--- config.mk ---
export PLATFORM = sky130hd
export DESIGN_NAME = argon_memory_controller
export DESIGN_NICKNAME = d
export VERILOG_FILES = /design/src/rtl/argon_pkg.sv /design/src/rtl/argon_memory_controller.sv
export SDC_FILE = /design/constraint.sdc
export NUM_CORES = 1
export LEC_CHECK = 0
export ABC_AREA = 1
export ABC_CLOCK_PERIOD_IN_PS = 2200
export CAP_MARGIN = 30
export CORE_MARGIN = 1.5
export CORE_UTILIZATION = 50
export CTS_CLUSTER_DIAMETER = 150
export CTS_CLUSTER_SIZE = 10
export DETAILED_ROUTE_END_ITERATION = 16
export GPL_ROUTABILITY_DRIVEN = 0
export PLACE_DENSITY = 0.9
export SLEW_MARGIN = 20
export SYNTH_ARGS = -nofsm -noshare
export SYNTH_HDL_FRONTEND = slang
export SYNTH_SLANG_ARGS = --single-unit
--- constraint.sdc ---
create_clock -name i_clk -period 2.2 [get_ports i_clk]
set_clock_uncertainty 0.2 [all_clocks]
set_input_delay 0.22 -clock i_clk [delete_from_list [all_inputs] [get_ports i_clk]]
set_output_delay 0.22 -clock i_clk [all_outputs]
set_load 0.01 [all_outputs]
--- src/rtl/argon_pkg.sv ---
// Shared definitions for the Argon memory controller.
//   - state_t       : controller FSM state encoding
//   - SIZE_HALF/WORD: core access-size encoding (i_cpu_size)
//   - ARGON_ADDR_W  : SRAM/core halfword address width
//   - ARGON_MEM_W   : SRAM data width
//   - addr_inc()    : next halfword address, wrapping modulo 2^ARGON_ADDR_W
package argon_pkg;

    localparam int ARGON_ADDR_W = 16;
    localparam int ARGON_MEM_W  = 16;

    localparam logic SIZE_HALF = 1'b0;
    localparam logic SIZE_WORD = 1'b1;

    typedef enum logic [2:0] {
        ST_IDLE  = 3'd0,
        ST_RD_LO = 3'd1,
        ST_RD_HI = 3'd2,
        ST_WR_LO = 3'd3,
        ST_WR_HI = 3'd4,
        ST_DONE  = 3'd5
    } state_t;

    // The adder is exactly ARGON_ADDR_W bits wide, so 0xFFFF wraps to 0x0000.
    function automatic logic [ARGON_ADDR_W-1:0] addr_inc(input logic [ARGON_ADDR_W-1:0] a);
        return a + ARGON_ADDR_W'(1);
    endfunction

endpackage

--- src/rtl/argon_memory_controller.sv ---
// argon_memory_controller
// Bridges the Argon core request port to a 16-bit word-addressed synchronous
// SRAM. A 32-bit access becomes two halfword accesses (A, then A+1); a 16-bit
// access touches A only. Read halfwords are assembled and presented to the
// core as one registered 32-bit word.
//
// Ports
//   i_clk, i_reset_n          : clock, asynchronous active-low reset
//   i_cpu_address/data        : halfword address A, 32-bit write data
//   i_cpu_re/we/size          : read/write strobes (read wins), size 1=32b 0=16b
//   o_cpu_data                : read result, held until the next read completes
//   o_cpu_busy / o_cpu_idle   : core handshake (combinational)
//   o_mem_addr/wdata/re/we    : registered SRAM command outputs
//   i_mem_rdata               : SRAM read data, READ_LATENCY cycles after o_mem_re
module argon_memory_controller
    import argon_pkg::*;
#(
    parameter int READ_LATENCY = 1
) (
    input  logic                    i_clk,
    input  logic                    i_reset_n,
    input  logic [ARGON_ADDR_W-1:0] i_cpu_address,
    input  logic [31:0]             i_cpu_data,
    input  logic                    i_cpu_re,
    input  logic                    i_cpu_we,
    input  logic                    i_cpu_size,
    output logic [31:0]             o_cpu_data,
    output logic                    o_cpu_busy,
    output logic                    o_cpu_idle,
    output logic [ARGON_ADDR_W-1:0] o_mem_addr,
    output logic [ARGON_MEM_W-1:0]  o_mem_wdata,
    output logic                    o_mem_re,
    output logic                    o_mem_we,
    input  logic [ARGON_MEM_W-1:0]  i_mem_rdata
);

    localparam logic [2:0] LAT_CNT = 3'(READ_LATENCY);

    state_t                  state_reg, state_next;
    logic [2:0]              cnt_reg, cnt_next;
    logic [ARGON_ADDR_W-1:0] addr_reg, addr_next;
    logic [ARGON_MEM_W-1:0]  hi_wdata_reg, hi_wdata_next;
    logic                    size_reg, size_next;
    logic [ARGON_MEM_W-1:0]  lo_rdata_reg, lo_rdata_next;
    logic [31:0]             cpu_data_reg, cpu_data_next;
    logic [ARGON_ADDR_W-1:0] mem_addr_reg, mem_addr_next;
    logic [ARGON_MEM_W-1:0]  mem_wdata_reg, mem_wdata_next;
    logic                    mem_re_reg, mem_re_next;
    logic                    mem_we_reg, mem_we_next;

    logic req;
    logic lat_hit;

    assign req     = i_cpu_re | i_cpu_we;
    // Counter is cleared on phase entry, so it equals L during the phase's
    // cycle L: the edge ending that cycle is the one that samples the SRAM.
    assign lat_hit = (cnt_reg == LAT_CNT);

    assign o_cpu_busy  = (state_reg == ST_IDLE) ? req : (state_reg != ST_DONE);
    assign o_cpu_idle  = (state_reg == ST_IDLE) & ~req;
    assign o_cpu_data  = cpu_data_reg;
    assign o_mem_addr  = mem_addr_reg;
    assign o_mem_wdata = mem_wdata_reg;
    assign o_mem_re    = mem_re_reg;
    assign o_mem_we    = mem_we_reg;

    always_ff @(posedge i_clk or negedge i_reset_n) begin
        if (!i_reset_n) begin
            state_reg     <= ST_IDLE;
            cnt_reg       <= '0;
            addr_reg      <= '0;
            hi_wdata_reg  <= '0;
            size_reg      <= SIZE_HALF;
            lo_rdata_reg  <= '0;
            cpu_data_reg  <= '0;
            mem_addr_reg  <= '0;
            mem_wdata_reg <= '0;
            mem_re_reg    <= 1'b0;
            mem_we_reg    <= 1'b0;
        end else begin
            state_reg     <= state_next;
            cnt_reg       <= cnt_next;
            addr_reg      <= addr_next;
            hi_wdata_reg  <= hi_wdata_next;
            size_reg      <= size_next;
            lo_rdata_reg  <= lo_rdata_next;
            cpu_data_reg  <= cpu_data_next;
            mem_addr_reg  <= mem_addr_next;
            mem_wdata_reg <= mem_wdata_next;
            mem_re_reg    <= mem_re_next;
            mem_we_reg    <= mem_we_next;
        end
    end

    // Next-state and registered-output logic. SRAM strobes default low so
    // they last exactly one cycle; address/data hold for the whole phase
    // and are cleared whenever a phase is left for DONE.
    always_comb begin
        state_next     = state_reg;
        cnt_next       = 3'(cnt_reg + 3'd1);
        addr_next      = addr_reg;
        hi_wdata_next  = hi_wdata_reg;
        size_next      = size_reg;
        lo_rdata_next  = lo_rdata_reg;
        cpu_data_next  = cpu_data_reg;
        mem_addr_next  = mem_addr_reg;
        mem_wdata_next = mem_wdata_reg;
        mem_re_next    = 1'b0;
        mem_we_next    = 1'b0;

        unique case (state_reg)
            ST_IDLE: begin
                cnt_next = '0;
                if (req) begin
                    addr_next     = i_cpu_address;
                    hi_wdata_next = i_cpu_data[31:16];
                    size_next     = i_cpu_size;
                    mem_addr_next = i_cpu_address;
                    if (i_cpu_re) begin
                        state_next  = ST_RD_LO;
                        mem_re_next = 1'b1;
                    end else begin
                        state_next     = ST_WR_LO;
                        mem_wdata_next = i_cpu_data[15:0];
                        mem_we_next    = 1'b1;
                    end
                end
            end

            ST_RD_LO: begin
                if (lat_hit) begin
                    if (size_reg == SIZE_WORD) begin
                        // Low half is staged so o_cpu_data changes only
                        // when the whole read completes.
                        lo_rdata_next = i_mem_rdata;
                        state_next    = ST_RD_HI;
                        cnt_next      = '0;
                        mem_addr_next = addr_inc(addr_reg);
                        mem_re_next   = 1'b1;
                    end else begin
                        cpu_data_next = {16'h0000, i_mem_rdata};
                        state_next    = ST_DONE;
                        mem_addr_next = '0;
                    end
                end
            end

            ST_RD_HI: begin
                if (lat_hit) begin
                    cpu_data_next = {i_mem_rdata, lo_rdata_reg};
                    state_next    = ST_DONE;
                    mem_addr_next = '0;
                end
            end

            ST_WR_LO: begin
                if (size_reg == SIZE_WORD) begin
                    state_next     = ST_WR_HI;
                    mem_addr_next  = addr_inc(addr_reg);
                    mem_wdata_next = hi_wdata_reg;
                    mem_we_next    = 1'b1;
                end else begin
                    state_next     = ST_DONE;
                    mem_addr_next  = '0;
                    mem_wdata_next = '0;
                end
            end

            ST_WR_HI: begin
                state_next     = ST_DONE;
                mem_addr_next  = '0;
                mem_wdata_next = '0;
            end

            ST_DONE: begin
                state_next = ST_IDLE;
            end

            default: begin
                state_next = ST_IDLE;
            end
        endcase
    end

endmodule
==> flow_summary.toml, run 1 <==
[synthesis]
synth_sequential_area_ratio_pct = 53.8
synthMuxAreaShare_pct = 3.80
synth.cell_area_um2 = 5630
synth_top_cells_by_area = "dfrtp_1 54%, nand2_1 10%, o21ai_0 6.6%, inv_1 5.8%, nand3_1 5.8%"
synthDominantAreaCellType = "dfrtp_1"
synth-seq-cells = 121
yosys.cell_types.count = 27
synth-warning-count = 0
synth_simple_gate_area_share_pct = 20.2
synth_top_family_by_area = "simple AND/OR/NAND/NOR gates"
synth_area_in_xor_xnor_pct = 0.156
synthesis.instances = 665
synth-adder-area-share_pct = 0.667
syn_area_per_cell_um2 = 8.46
post-synth-top-area-fraction_pct = 53.8
syn_nets = 737
synth_compound_area_share_pct = 12.8

[worst_setup_path]
worstSetupEndpoint = "o_cpu_busy"
r2r_depth = 10
regToRegEndpoint = "o_mem_addr[13]"
path_delay_family = "flip-flops"
timing.critical_path.required_ns = 1.78
critPathCaptureType = "output pin"
cp_max_fo = 4
critPathBufInv = 2
worst-setup-path-type = "reg -> out"
crit_slowest_cell = "dfrtp_1"
worstReg2RegStart = "state_reg[1]"
critical_path_arrival_ns = 1.71
crit_path_start_kind = "flop"
cell_chain_critical_path = "nor2_2 > nand2_2 > inv_1 > nand2_1 > o21ai_0 > clkdlybuf4s15_1"
critical_path_cell_count = 6
timing.reg2reg.setup_slack_ns = 0.13
worstSetupStartpoint = "state_reg[1]"
critical-path-max-stage-delay_ns = 0.40

[floorplanning]
die_height_um = 109
die_x_um = 109
fp-row-count = 38
fp.dieArea_um2 = 11900
core_area_um2 = 10900
io_pins = 137
start_util_pct = 51.7

[timing]
tightest_slew_ns = 0.529
finalSetupTns_ns = 0
timing.final.crit_share_pct = 97.0
finalWorstPathRequiredPeriod_ns = 2.13
finalSetupViolCount = 0
max_slew_margin_pct = 64.7
final-max-slew-violation-count = 0
final_hold_viol_count = 0
fmaxAchievable_ghz = 0.469
final_critical_path_setup_slack_ns = 0.0658

[placed_design]
pre_cts_ws_ns = 0.0981
io_buffer_count = 136
placedCellCount = 928
dp_hpwl_um = 9410

[cts]
clock-root-buffer = "clkbuf_8"
cts.sink_count = 121
clk_pin_slew_worst_paths_ns = 0.07
tritoncts = "yes"
cts_setup_buffers = 0
clock_tree.buffer_depth = 2
clkLatencyLatePin_ns = 0.51
numCtsBuffers = 17
number_of_h_tree_levels = 4

[flow_run]
timing.max_cap.violations = 0

[route]
drt_pre_antenna_iters = 4
detailroute.via_count = 5064
vias_per_cell = 5.26
postRouteAntennaNets = 0
initialDrtViolationCount = 317
wl_per_cell_um = 14.8
drt_drc_violations_left = 0
route.final.wire_length_um = 14300

[power_and_ir_drop]
power.density_cell_area_nw_per_um2 = 1510
pwr-share-seq_pct = 33.5
power_frac_comb_pct = 43.7
p_leak_uw = 0.00356
p_sw_share_pct = 39.2
power.internal_uw = 7170
power.switching_uw = 4620
clockPowerShare_pct = 22.8
ir_drop_uv = 968

[global_route]
grt_pass1_vias = 4836
grt_max_degree = 65
grt_total_ovfl = 0
grt_pass1_wl_um = 22900
groute.usage.overall_pct = 25.0
initial_antenna_violation_count = 0

[cells_and_area]
drive_gt1_share_pct = 10.3
layout.cells.non_filler = 962
largest_reg_flops = 32
nets = 881
num_antenna_cells = 0
n_fill_cell = 782
areaGrowthSynthToFinish_pct = 39.1

[outcome]
status = "completed"

[hold_path]
hp-class = "in -> async"
[timing repair]
| action | 4_1_cts | 5_1_grt |
|---|---|---|
| endpoints found under the setup margin | 2 | 7 |
| gates resized for setup | 3 | 4 |
| hold endpoints to repair | 121 | 0 |
| hold buffers | 2 | 0 |
[stage by stage]
step           hold slack, ns  utilization, %  instance area, µm²  total power [µW]
2_1_floorplan          -0.276               -                5630              6840
3_3_place_gp          -0.0205            66.0                7190              8780
3_5_place_dp          -0.0134            66.2                7200              9030
4_1_cts                0.0521            71.8                7820             11800
5_1_grt                0.0656            71.9                7830             12600
6_report               0.0622            71.9                7830             11800
[synthesized netlist by cell type (all sizes together)]
cell type  count
o211ai         2
nand4          3
ha             3
o21ai         90
inv           90
mux2          19
o22ai          5
o21bai         2
xnor2          1
nand2        151
a21o           1
or2            1
clkbuf         9
buf           22
nor3b          3
nor3           5
nand3         66
dfrtp        121
nor2          39
a21oi         16
o21a          16
[kinds of logic after synthesis]
kind of cell | Yosys count
compound gates | 132
xor+xnor | 1
fa+ha+maj | 3
buf+inv | 121
flops | 121
mux | 19
simple gates | 268
[cells in the final DEF, fill, tap and decap left out, types with 2 or more instances in the layout]
cell	synthesis	final
nand2_1	151	149
clkdlybuf4s50_1	0	133
dfrtp_1	121	121
inv_1	87	87
o21ai_0	74	74
nand3_1	65	65
nor2_1	39	34
mux2_2	19	19
a21oi_1	16	16
o21ai_1	16	16
o21a_1	16	16
clkbuf_16	0	16
buf_4	0	15
inv_8	0	6
nor2_2	0	5
o22ai_1	5	5
inv_6	0	5
nor3_1	4	4
buf_12	0	4
inv_2	3	3
nand4_1	3	3
ha_1	3	3
clkinv_8	0	3
nand2_2	0	2
nor3b_1	2	2
o21bai_1	2	2
o211ai_1	2	2
[metal layers]
metal  wire [µm]  global-route usage (%)  vias to the layer above  share of wire (%)
li1            -                       -                     2437                  -
met1        6120                    33.7                     2391                 43
met2        6860                    38.9                      212                 48
met3        1050                    7.59                       24                7.4
met4         233                    7.24                        0                1.6
met5           0                       0                        -                  0
[area by class of cell]
class | instances | area, µm² | area share [%]
flip-flops and latches | 121 | 3030 | 38.7
multi-input cells | 423 | 2130 | 27.3
repair buffers | 156 | 1570 | 20.0
clock buffers | 17 | 414 | 5.29
inverters | 90 | 338 | 4.32
well taps | 140 | 175 | 2.24
clock inverters | 15 | 169 | 2.16
[how the worst min path moves through the flow]
stage,from,end,slack (ns),depth (start not counted)
after floorplan,i_reset_n,addr_reg[0],-0.28,0
after global placement,i_reset_n,o_mem_addr[7],-0.02,1
after detailed placement,i_reset_n,o_mem_addr[8],-0.01,1
after CTS,i_reset_n,addr_reg[7],0.05,3
after global routing,i_reset_n,addr_reg[7],0.07,3
final,i_reset_n,o_mem_addr[7],0.06,3
[tightest hold or removal path: stages]
cell,delay (ns)
dlygate4sd3_1,0.53
buf_4,0.18
buf_12,0.21
[power by group through the flow]
stage	clock network, µW	registers, µW	logic (µW)
final	2690	3950	5150
after global routing	2830	4070	5700
after CTS	2730	3940	5140
after detailed placement	0	3950	5080
after global placement	0	3930	4850
after floorplan	0	4090	2750
Power figures use the tool's default switching activity.
==> run 2: changes to the inputs <==
Settings changed: CAP_MARGIN 30 to 20, GPL_ROUTABILITY_DRIVEN 0 to default.
==> flow_summary.toml, run 2 (same netlist as run 1, synthesis figures left out) <==
[timing]
tightest_slew_ns = 0.682
finalWorstPathRequiredPeriod_ns = 2.11
timing.final.crit_share_pct = 95.8
rsz_0062_raised_after_global_routing = "no"
finalSetupViolCount = 0
fmaxAchievable_ghz = 0.474
final-max-slew-violation-count = 0
final_critical_path_setup_slack_ns = 0.0922
max_slew_margin_pct = 54.4
final_hold_viol_count = 0

[worst_setup_path]
cell_chain_critical_path = "buf_4 > nor3_1 > o21ai_0 > clkdlybuf4s15_1"
timing.critical_path.required_ns = 1.78
crit_path_start_kind = "flop"
worstSetupStartpoint = "state_reg[1]"
crit_slowest_cell = "dfrtp_1"
critical-path-max-stage-delay_ns = 0.40
worst-setup-path-type = "reg -> out"
critPathBufInv = 2
worstSetupEndpoint = "o_cpu_busy"
timing.reg2reg.setup_slack_ns = 0.14
path_delay_family = "flip-flops"
cp_max_fo = 5
critical_path_cell_count = 4
critical_path_arrival_ns = 1.69
critPathCaptureType = "output pin"
worstReg2RegStart = "state_reg[1]"
r2r_depth = 10
regToRegEndpoint = "o_mem_addr[14]"

[floorplanning]
io_pins = 137
die_height_um = 109
fp.dieArea_um2 = 11900
die_x_um = 109
fp-row-count = 38
core_area_um2 = 10900
start_util_pct = 51.7

[route]
postRouteAntennaNets = 0
drt_drc_violations_left = 0
initialDrtViolationCount = 397
detailroute.via_count = 5053
drt_pre_antenna_iters = 5
route.final.wire_length_um = 14100
wl_per_cell_um = 14.7
vias_per_cell = 5.26

[hold_path]
hp-class = "in -> async"

[flow_run]
timing.max_cap.violations = 0

[cts]
tritoncts = "yes"
cts.sink_count = 121
numCtsBuffers = 17
cts_setup_buffers = 0
clkLatencyLatePin_ns = 0.52
clock_tree.buffer_depth = 2
clk_pin_slew_worst_paths_ns = 0.07
number_of_h_tree_levels = 4
clock-root-buffer = "clkbuf_8"

[power_and_ir_drop]
power_frac_comb_pct = 43.4
clockPowerShare_pct = 22.9
ir_drop_uv = 938
power.density_cell_area_nw_per_um2 = 1500
power.internal_uw = 7140
p_sw_share_pct = 39.2
p_leak_uw = 0.00356
power.switching_uw = 4610
pwr-share-seq_pct = 33.7

[placed_design]
pre_cts_ws_ns = -0.210
gp_congestion = 0.919
dp_hpwl_um = 9280
io_buffer_count = 136

[global_route]
initial_antenna_violation_count = 0
grt_total_ovfl = 0
grt_pass1_wl_um = 22700
groute.usage.overall_pct = 24.7
grt_pass1_vias = 4768
grt_max_degree = 65

[cells_and_area]
most_common_cell_after_layout_fill_and_taps_aside = "nand2_1"
largest_reg_flops = 32
drive_gt1_share_pct = 10.2
areaGrowthSynthToFinish_pct = 38.8
nets = 880
finalCoreUtilization_pct = 71.8
num_antenna_cells = 0
layout.cells.most_common_list = "149 x nand2_1, 133 x clkdlybuf4s50_1, 121 x dfrtp_1, 87 x inv_1, 74 x o21ai_0"

[outcome]
status = "completed"
-- run 2: stage by stage --
step | power, µW | cells | hold slack (ns) | setup TNS [ns] | instance area, µm²
finish | 11700 | 961 | 0.0733 | 0 | 7810
global route | 12500 | 961 | 0.0706 | 0 | 7810
CTS | 11800 | 961 | 0.0608 | 0 | 7800
detailed placement | 8970 | 927 | -0.0159 | -2.21 | 7190
global placement | 8780 | 927 | -0.0205 | -0.635 | 7190
floorplan | 6840 | 665 | -0.276 | 0 | 5630
-- run 2: per-layer routing --
layer | up-vias | global-route usage, % | routed length [µm]
met1 | 2384 | 33.6 | 6020
met3 | 16 | 6.58 | 1130
li1 | 2445 | - | -
met2 | 208 | 39.0 | 6800
met4 | 0 | 6.67 | 155
met5 | - | 0 | 0
-- run 2: timing repair --
action	4_1_cts	5_1_grt
endpoints found under the setup margin	14	9
gates resized for setup	4	4
hold endpoints to repair	121	0
hold buffers	2	0
-- run 2: tightest hold or removal path, cell delays in order --
cell and delay (ns):
dlygate4sd3_1 0.53, buf_4 0.19, buf_12 0.21
-- run 2: final cells by class --
type	instances	area (µm²)
fillers	769	3070
flip-flops and latches	121	3030
multi-input cells	423	2140
repair buffers	155	1550
clock buffers	17	414
inverters	90	338
well taps	140	175
clock inverters	15	166
-- run 2: worst min path at each step --
stage                      to  slack, ns  depth (start not counted)
4_1_cts         o_cpu_data[7]       0.06                          3
5_1_grt         o_mem_addr[5]       0.07                          3
2_1_floorplan     addr_reg[0]      -0.28                          0
6_report       o_cpu_data[12]       0.07                          3
3_5_place_dp    o_mem_addr[8]      -0.02                          1
3_3_place_gp    o_mem_addr[7]      -0.02                          1
-- run 2: power by group through the flow --
stage | logic, µW | clock network, µW | registers [µW]
floorplan | 2750 | 0 | 4090
global route | 5640 | 2830 | 4080
global placement | 4850 | 0 | 3930
CTS | 5100 | 2720 | 3940
finish | 5100 | 2690 | 3950
detailed placement | 5030 | 0 | 3940
